--- src/rtl/clb_config_chain_if.sv ---
// Shared serial configuration bus for CLB tiles.
// The loader drives the program strobe and the serial data/valid pair.
// Every tile on the chain observes the same three wires.
interface clb_config_chain_if;
  logic prgm_b;
  logic bit_in;
  logic bit_valid;

  modport master (
    output prgm_b,
    output bit_in,
    output bit_valid
  );

  modport slave (
    input prgm_b,
    input bit_in,
    input bit_valid
  );
endinterface

--- src/rtl/clb_config_chain.sv ---
// Serial configuration loader for one CLB tile.
// It shifts one frame off the shared bus: the LUT truth table, the output-mux
// select and the interconnect selects, sent first bit first.
// Tiles are daisy-chained through cfg_en_in/cfg_en_out.
// The active outputs are double-buffered and only change on commit, which is
// when prgm_b returns high while the tile is in DONE.
// Optional feature macro: CFG_PARITY_EN.
//   - It adds one trailing even-parity bit to the frame and an ERR state.
//   - A frame with bad parity halts the chain and raises cfg_err.
module clb_config_chain #(
  parameter int LUT_K  = 4,
  parameter int NUM_IN = 4,
  parameter int SEL_W  = 5
) (
  input  logic                      clk,
  input  logic                      reset,
  clb_config_chain_if.slave         bus,
  input  logic                      cfg_en_in,
  output logic                      cfg_en_out,
  output logic [(1<<LUT_K)-1:0]     lut,
  output logic                      mux_switch,
  output logic [NUM_IN*SEL_W-1:0]   icfg,
  output logic                      cfg_done,
  output logic                      cfg_err
);

  localparam int L      = 1 << LUT_K;
  localparam int ICFG_W = NUM_IN * SEL_W;
`ifdef CFG_PARITY_EN
  localparam int PAR_W  = 1;
`else
  localparam int PAR_W  = 0;
`endif
  localparam int FRAME_LEN = L + 1 + ICFG_W + PAR_W;
  localparam int CNT_W     = $clog2(FRAME_LEN + 1);
  localparam logic [CNT_W-1:0] LAST_CNT = CNT_W'(FRAME_LEN - 1);

  typedef enum logic [1:0] {
    ST_IDLE = 2'd0,
    ST_LOAD = 2'd1,
    ST_DONE = 2'd2
`ifdef CFG_PARITY_EN
    ,ST_ERR = 2'd3
`endif
  } state_t;

  // The XOR of the whole frame. Even parity means this is 0 for a good frame.
  function automatic logic frame_parity(input logic [FRAME_LEN-1:0] f);
    return ^f;
  endfunction

  state_t                  state_q, state_d;
  logic [CNT_W-1:0]        count_q, count_d;
  logic [FRAME_LEN-1:0]    sr_q, sr_d;
  logic [L-1:0]            lut_q, lut_d;
  logic                    sw_q, sw_d;
  logic [ICFG_W-1:0]       icfg_q, icfg_d;
  logic                    done_q, done_d;
  logic                    en_out_q, en_out_d;
`ifdef CFG_PARITY_EN
  logic                    err_q, err_d;
`endif

  logic                    accept_s;
  logic [FRAME_LEN-1:0]    sr_shift_s;

  assign accept_s   = bus.bit_valid && !bus.prgm_b && cfg_en_in &&
                      ((state_q == ST_IDLE) || (state_q == ST_LOAD));
  assign sr_shift_s = {bus.bit_in, sr_q[FRAME_LEN-1:1]};

  // State, shift register, counter and the double-buffered outputs.
  always_ff @(posedge clk or posedge reset) begin
    if (reset) begin
      state_q  <= ST_IDLE;
      count_q  <= '0;
      sr_q     <= '0;
      lut_q    <= '0;
      sw_q     <= 1'b0;
      icfg_q   <= '0;
      done_q   <= 1'b0;
      en_out_q <= 1'b0;
`ifdef CFG_PARITY_EN
      err_q    <= 1'b0;
`endif
    end else begin
      state_q  <= state_d;
      count_q  <= count_d;
      sr_q     <= sr_d;
      lut_q    <= lut_d;
      sw_q     <= sw_d;
      icfg_q   <= icfg_d;
      done_q   <= done_d;
      en_out_q <= en_out_d;
`ifdef CFG_PARITY_EN
      err_q    <= err_d;
`endif
    end
  end

  // Next-state logic covering shifting, frame completion, abort and commit.
  always_comb begin
    state_d = state_q;
    count_d = count_q;
    sr_d    = sr_q;
    lut_d   = lut_q;
    sw_d    = sw_q;
    icfg_d  = icfg_q;
    done_d  = done_q;
`ifdef CFG_PARITY_EN
    err_d   = err_q;
`endif
    case (state_q)
      ST_IDLE, ST_LOAD: begin
        if (bus.prgm_b) begin
          // Program strobe released mid-frame: drop the partial frame.
          state_d = ST_IDLE;
          count_d = '0;
          sr_d    = '0;
        end else if (accept_s) begin
          sr_d = sr_shift_s;
`ifdef CFG_PARITY_EN
          if (state_q == ST_IDLE) begin
            err_d = 1'b0;
          end else begin
            err_d = err_q;
          end
`endif
          if (count_q == LAST_CNT) begin
            count_d = '0;
`ifdef CFG_PARITY_EN
            if (frame_parity(sr_shift_s)) begin
              state_d = ST_ERR;
              err_d   = 1'b1;
            end else begin
              state_d = ST_DONE;
            end
`else
            state_d = ST_DONE;
`endif
          end else begin
            count_d = count_q + {{(CNT_W-1){1'b0}}, 1'b1};
            state_d = ST_LOAD;
          end
        end else begin
          state_d = state_q;
        end
      end
      ST_DONE: begin
        if (bus.prgm_b) begin
          // Commit: move the shifted frame into the active outputs.
          lut_d   = sr_q[L-1:0];
          sw_d    = sr_q[L];
          icfg_d  = sr_q[L+1 +: ICFG_W];
          done_d  = 1'b1;
          sr_d    = '0;
          state_d = ST_IDLE;
        end else begin
          state_d = ST_DONE;
        end
      end
`ifdef CFG_PARITY_EN
      ST_ERR: begin
        if (bus.prgm_b) begin
          // Leave the bad frame behind without committing it.
          state_d = ST_IDLE;
          count_d = '0;
          sr_d    = '0;
        end else begin
          state_d = ST_ERR;
        end
      end
`endif
      default: begin
        state_d = ST_IDLE;
        count_d = '0;
        sr_d    = '0;
      end
    endcase
    // Registered from the next state, so the enable is high in the cycle
    // right after the last bit. The next bus bit then reaches the next tile.
    en_out_d = (state_d == ST_DONE) && !bus.prgm_b;
  end

  assign cfg_en_out = en_out_q;
  assign lut        = lut_q;
  assign mux_switch = sw_q;
  assign icfg       = icfg_q;
  assign cfg_done   = done_q;
`ifdef CFG_PARITY_EN
  assign cfg_err    = err_q;
`else
  assign cfg_err    = 1'b0;
`endif

endmodule

--- src/flat_wrapper.sv ---
// flat-port wrapper written by rule: the top's interface ports become plain ports
module clb_config_chain_flat 
#(
  parameter int LUT_K  = 4,
  parameter int NUM_IN = 4,
  parameter int SEL_W  = 5
)
  (clk, reset, cfg_en_in, cfg_en_out, lut, mux_switch, icfg, cfg_done, cfg_err, bus_prgm_b, bus_bit_in, bus_bit_valid);
  clb_config_chain_if bus_i ();
  input  logic clk;
  input  logic reset;
  input  logic cfg_en_in;
  output logic cfg_en_out;
  output logic [(1<<LUT_K)-1:0] lut;
  output logic mux_switch;
  output logic [NUM_IN*SEL_W-1:0] icfg;
  output logic cfg_done;
  output logic cfg_err;
  input wire logic [$bits(bus_i.prgm_b)-1:0] bus_prgm_b;
  input wire logic [$bits(bus_i.bit_in)-1:0] bus_bit_in;
  input wire logic [$bits(bus_i.bit_valid)-1:0] bus_bit_valid;
  assign bus_i.prgm_b = bus_prgm_b;
  assign bus_i.bit_in = bus_bit_in;
  assign bus_i.bit_valid = bus_bit_valid;
  clb_config_chain #(.LUT_K(LUT_K), .NUM_IN(NUM_IN), .SEL_W(SEL_W)) u_core (.clk(clk), .reset(reset), .bus(bus_i), .cfg_en_in(cfg_en_in), .cfg_en_out(cfg_en_out), .lut(lut), .mux_switch(mux_switch), .icfg(icfg), .cfg_done(cfg_done), .cfg_err(cfg_err));
endmodule
--- config.mk ---
export PLATFORM = sky130hd
export DESIGN_NAME = clb_config_chain_flat
export DESIGN_NICKNAME = d
export VERILOG_FILES = /design/src/rtl/clb_config_chain_if.sv /design/src/rtl/clb_config_chain.sv /design/src/flat_wrapper.sv
export SDC_FILE = /design/constraint.sdc
export NUM_CORES = 1
export LEC_CHECK = 0
export ABC_AREA = 1
export CORE_ASPECT_RATIO = 0.9
export CORE_UTILIZATION = 50
export DETAILED_ROUTE_END_ITERATION = 16
export PLACE_DENSITY = 0.76
export SETUP_SLACK_MARGIN = 0.2
export SYNTH_ARGS = -nofsm -noshare
export SYNTH_HDL_FRONTEND = slang
export SYNTH_SLANG_ARGS = --single-unit
--- constraint.sdc ---
create_clock -name clk -period 7.7 [get_ports clk]
set_input_delay 2.31 -clock clk [delete_from_list [all_inputs] [get_ports clk]]
set_output_delay 2.31 -clock clk [all_outputs]
set_load 0.01 [all_outputs]
# --- Yosys cells after proc, flatten, opt, wreduce, memory -nomap -nowiden ---
# Index checks and enable logic that the tools add are counted.
op_classes:
  n_addsub: 1
  n_eq_ne: 6
  n_reduce_logical: 11
  muxes: 13
  n_bitwise: 1
ops:
  columns: ["operator", "n"]
  rows:
  - ["2-to-1 mux 37 bit", 3]
  - ["case mux 37 bit (2 select lines)", 1]
  - ["2-to-1 mux 6 bit", 3]
  - ["case mux 6 bit (2 select lines)", 1]
  - ["2-to-1 mux 2 bit", 4]
  - ["adder 6 x 1 -> 6 bit, second input constant", 1]
  - ["== test 6 bit, second input constant", 1]
  - ["AND reduction 2 bit", 3]
  - ["== test 2 bit, second input constant", 2]
  - ["logical AND 1 bit", 4]
  - ["case mux 2 bit (2 select lines)", 1]
  - ["inequality test 3 x 2 -> 1 bit, second input constant", 1]
  - ["== test 2 x 1 -> 1 bit, second input constant", 1]
  - ["zero test 2 bit", 1]
  - ["inequality test 2 bit, second input constant", 1]
  - ["OR reduction 2 bit", 1]
  - ["zero test 1 bit", 1]
  - ["logical OR 1 bit", 1]
  - ["inverter 1 bit", 1]
totals:
  word_cells: 40
  in_bits: 6
  register_bits: 84

# --- Depth between registers and ports, before layout ---
logic_depth:
  word_depth: 9
  depth_mapped: 9

# --- Worst setup path before layout ---
# OpenSTA, ideal clock, no wires.
synth_timing:
  path_type: "input to register"
  from: "input cfg_en_in"
  to: "register u_core.sr_q[25]"
  slack_ps: 4648
  setup_time_ps: 127
  arrival_time_ps: 2925
  cell_stages: 5
  path_cell_list: "nand2_1 > inv_1 > nand2_2 > buf_2 > o22ai_1"
synth_via:
  elab_chain_len: 4
synth_lines:
  columns: ["item", "line_no", "rtl"]
  rows:
  - ["start: declaration", "flat_wrapper.sv:12", "input logic cfg_en_in;"]
  - ["logical AND 1 bit (2 in series)", "clb_config_chain.sv:67", "assign accept_s = bus.bit_valid && !bus.prgm_b && cfg_en_in &&"]
  - ["inequality test 3 x 2 -> 1 bit (no source line)", null, null]
  - ["AND reduction 2 bit (no source line)", null, null]
  - ["end signal: assignment", "clb_config_chain.sv:88", "sr_q <= sr_d;"]
  - ["end: declaration", "clb_config_chain.sv:54", "logic [FRAME_LEN-1:0] sr_q, sr_d;"]
# Every way passes these cells.
# A chain may end at the register's enable or synchronous reset.

# --- Worst setup path after layout ---
layout_timing:
  from: "input bus_prgm_b"
  to: "register u_core.en_out_q, in the netlist u_core.cfg_en_out"
layout_via:
  elab_chain_len: 9
  elab_cells_between_ends: 10
  cone_classes: "1 x eq/ne; 4 x mux; 5 x reduce/logical"
layout_lines:
  columns: ["item", "line_no", "rtl"]
  rows:
  - ["start: declaration", "flat_wrapper.sv:19", "input wire logic [$bits(bus_i.prgm_b)-1:0] bus_prgm_b;"]
  - ["zero test 1 bit", "clb_config_chain.sv:67, clb_config_chain.sv:181", null]
  - ["logical AND 1 bit (3 in series)", "clb_config_chain.sv:67", null]
  - ["2-to-1 mux 2 bit", "clb_config_chain.sv:119", "end else if (accept_s) begin"]
  - ["2-to-1 mux 2 bit", "clb_config_chain.sv:114", "if (bus.prgm_b) begin"]
  - ["case mux 2 bit (2 select lines)", "clb_config_chain.sv:112", "case (state_q)"]
  - ["== test 2 bit", "clb_config_chain.sv:181", "en_out_d = (state_d == ST_DONE) && !bus.prgm_b;"]
  - ["logical AND 1 bit (*)", "clb_config_chain.sv:181", null]
  - ["named net u_core.en_out_d", "clb_config_chain.sv:59", "logic en_out_q, en_out_d;"]
  - ["end signal: assignment", "clb_config_chain.sv:93", "en_out_q <= en_out_d;"]
  - ["end: declaration", "clb_config_chain.sv:59", null]
# Mark *: on every way through the listed nets, which the timed path passes. The rest lies on a longest branch.

==> flow_results.org <==
** Floorplanning
- X dimension of the die :: 87.6 um
- The die covers 6920 um2.
- The total area inside the core boundary comes to 6250 um2.
- For this configuration, the core starts out at a cell density of 0.527.
- The initialized floorplan defines 27 standard-cell rows.
- The floorplan step set the die height to 79.0 um.
- # IOs :: 46

** Drt
- Wire length reported by the detailed router :: 5800 um
- ANT nets after route :: 0
- Vias per std cell :: 4.98
- The detailed router finished its first iteration with 155 violations.
- The detailed router placed 2249 vias in this run.
- DRC Markers :: 0
- Routed length per placed instance :: 12.8 um
- The first TritonRoute pass finished after 4 iterations.

** Layout
- Area growth from synthesis to layout :: 18.5%
- The final layout contains 369 nets.
- Share of final-layout standard cells stronger than drive strength 1 :: 0.0849
- In the layout the commonest cells are 84 x sky130_fd_sc_hd__dfrtp_1, 57 x sky130_fd_sc_hd__nand2_1, 50 x sky130_fd_sc_hd__inv_1.
- The repair_antennas step left the layout with diodes totalling 0.
- Most common cell after layout, fill and taps aside :: sky130_fd_sc_hd__dfrtp_1

** Setup path
- Path type of the worst setup path :: primary input to flip-flop
- The worst setup path is launched from a primary input.
- STA classifies the critical path endpoint as a flip-flop.
- Data required time of the worst path :: 7.92 ns
- In this run the worst path has a maximum fanout of 37.
- Data arrives at the worst endpoint at 4.01 ns.

** Place
- Routability congestion estimate from global placement :: 0.772
- OpenSTA, run right after detailed placement, puts the worst setup slack at 3.55 ns.
- Buffers added on ports :: 44
- The HPWL after detailed placement is 3610 um.

** Yosys
- Top cells by area, synth :: sky130_fd_sc_hd__dfrtp_1 64%, sky130_fd_sc_hd__o22ai_1 6.8%, sky130_fd_sc_hd__nand2_1 6.5%
- Count of distinct cell types in the synthesized netlist :: 25
- The Yosys step of the flow raised 0 warnings.
- Dividing the synthesized area by the synthesized cell count gives 10.3 um2.
- The share of synthesized area in the top cell type comes to 0.638.
- Syn nets :: 327
- Library cell occupying the most area in the post-synthesis netlist :: sky130_fd_sc_hd__dfrtp_1
- Gate count of the mapped netlist :: 319
- Of the synthesized area, sequential elements account for 0.638.
- Number of storage elements in the synthesis netlist :: 84
- The mapped netlist covers 3290 um2.

** STA
- In the final timing run, aggregate negative setup slack is 0 ns.
- Hold Vio Cnt, Final :: 0
- Count of final setup violators :: 0
- RSZ-0062 raised after global routing :: false
- Worst rel slew slack :: 0.321
- Of the available clock period, the critical path in the final layout requires 0.492.
- Clock skew on the completed layout was measured at 0.00564 ns.
- Across all setup checks in the final design, the least slack found is 3.91 ns.
- At the pin with the least slew margin, the transition time is 1.02 ns.
- After layout, the minimum clock period comes to 3.79 ns.
- Peak Freq :: 0.264 GHz
- The total count of max-transition violations in the final report came to 0.

** Power
- Switching Power :: 207 uW
- Of the total power, the share spent switching nets is 0.246.
- Power spread over the standard cell area amounts to 215 nW/um2.
- Portion of total power attributed to the clock network :: 0.336
- Logic gate share of total power :: 0.102
- IR drop worst, VDD :: 115 uV
- The share of total power dissipated in sequential elements is 0.562.
- The analysis attributes to cell leakage a power of 0.00175 uW.
- The internal portion of the total power is 633 uW.

** CTS
- After clock tree synthesis, the clock-pin slew on the worst setup and hold paths is 0.08 ns.
- CTS-repair resized insts :: 0
- Hold repair after CTS inserted 0 buffers.
- Count of buffers added by post-CTS timing repair for setup :: 0
- The clock drives 84 sinks.
- TritonCTS built the clock tree.
- CTS H-tree lvls :: 3
- In this run, CTS created clock tree buffers numbering 9.
- At the later pin of the worst-skew pair, clock insertion delay measures 0.35 ns.
- Largest buffer count on any clock path :: 2
- The tree is rooted in a sky130_fd_sc_hd__clkbuf_8.

** Global route
- For met1 alone, demand over resource in global routing was 0.280.
- First-pass GRT wire length :: 10100 um
- In the global route stage, overall resource usage came out at 0.192.
- Met2 Track Usage GR :: 0.272
- Met3 global-route usage :: 0.0437
- Pin count of the biggest net entering global routing :: 85
- Initial antenna violation count :: 0
- Global route total overflow :: 0
- The number of global-route vias before repair is 2109.
- met1 is the most crowded layer.

** Flow run
- Total of max-cap violations :: 0

** Hold path
- The path class of the tightest hold or removal check is flip-flop to flip-flop.

** Outcome
- Result of the run :: completed
## sequential cells by signal, indices dropped and copies added (netlist names)
| register | flops |
|---|---|
| u_core.cfg_en_out | 1 |
| u_core.sr_q | 37 |
| u_core.cfg_done | 1 |
| u_core.icfg | 20 |
| u_core.mux_switch | 1 |
| u_core.count_q | 6 |
| u_core.lut | 16 |
| u_core.state_q | 2 |
## area by class of cell
| type | instances | area, um2 |
|---|---|---|
| flip-flops and latches | 84 | 2100 |
| fillers | 521 | 2350 |
| well taps | 87 | 109 |
| clock buffers | 11 | 151 |
| inverters | 53 | 200 |
| repair buffers | 46 | 455 |
| clock inverters | 4 | 25.0 |
| multi-input cells | 167 | 860 |
## through the flow
stage | std cells | instance area, um2 | power [uW] | util | hold slack [ns]
2_1_floorplan | 319 | 3290 | 525 | - | 0.492
3_3_place_gp | 437 | 3730 | 565 | 0.596 | 0.449
3_5_place_dp | 437 | 3730 | 567 | 0.596 | 0.457
4_1_cts | 452 | 3900 | 848 | 0.624 | 0.477
5_1_grt | 452 | 3900 | 872 | 0.624 | 0.513
6_report | 452 | 3900 | 841 | 0.624 | 0.477
## cells by family after synthesis
kind of cell,count (synthesis),synth area share
XOR/XNOR,1,0.00266
flip-flops,84,0.638
other,1,0.00114
AND/OR/NAND/NOR,82,0.105
adder cells (fa/ha/maj),2,0.00759
buffers and inverters,68,0.101
AO/OA/AOI/OAI,81,0.144
## Yosys cell counts (all sizes together)
library cell and number:
nand4 1, xor2 1, inv 53, dfrtp 84, ha 2, a21oi 2
conb 1, clkbuf 1, o21ai 42, nor2 10, o211ai 1, buf 14
nand3 11, o22ai 36, nand2 60
## worst max-delay path, cell delays in order
cell	delay [ns]
sky130_fd_sc_hd__clkdlybuf4s50_1	0.63
sky130_fd_sc_hd__nor2_4	0.11
sky130_fd_sc_hd__nand2_2	0.52
sky130_fd_sc_hd__inv_1	0.17
sky130_fd_sc_hd__nand2_1	0.15
sky130_fd_sc_hd__o21ai_0	0.12
## final timing paths
check	startpoint	endpoint	slack (ns)	cells past startpoint
max reg2reg	u_core.state_q[1]$_DFF_PP0_	u_core.lut[8]$_DFFE_PP0P_	5.98	5
max	bus_prgm_b	u_core.cfg_en_out$_DFF_PP0_	3.91	6
min reg2reg	u_core.cfg_done$_DFFE_PP0P_	u_core.cfg_done$_DFFE_PP0P_	0.48	2
max in group asynchronous	reset	u_core.sr_q[25]$_DFFE_PP0P_	4.45	3
min	u_core.cfg_done$_DFFE_PP0P_	u_core.cfg_done$_DFFE_PP0P_	0.48	2
min in group asynchronous	reset	u_core.lut[11]$_DFFE_PP0P_	2.57	3
## power groups by stage
stage / combinational, uW / sequential [uW] / clock [uW]
finish: 86.0 / 472 / 283
CTS: 87.3 / 472 / 289
detailed placement: 86.6 / 481 / 0
floorplan: 38.5 / 486 / 0
global placement: 85.0 / 480 / 0
global route: 96.4 / 474 / 301
## layer usage
metal,up-vias,share of wire
met4,0,0.021
met5,-,0
met2,44,0.43
met1,1079,0.52
li1,1116,-
met3,10,0.031
Note: power is estimated with default switching activity, not from simulation.
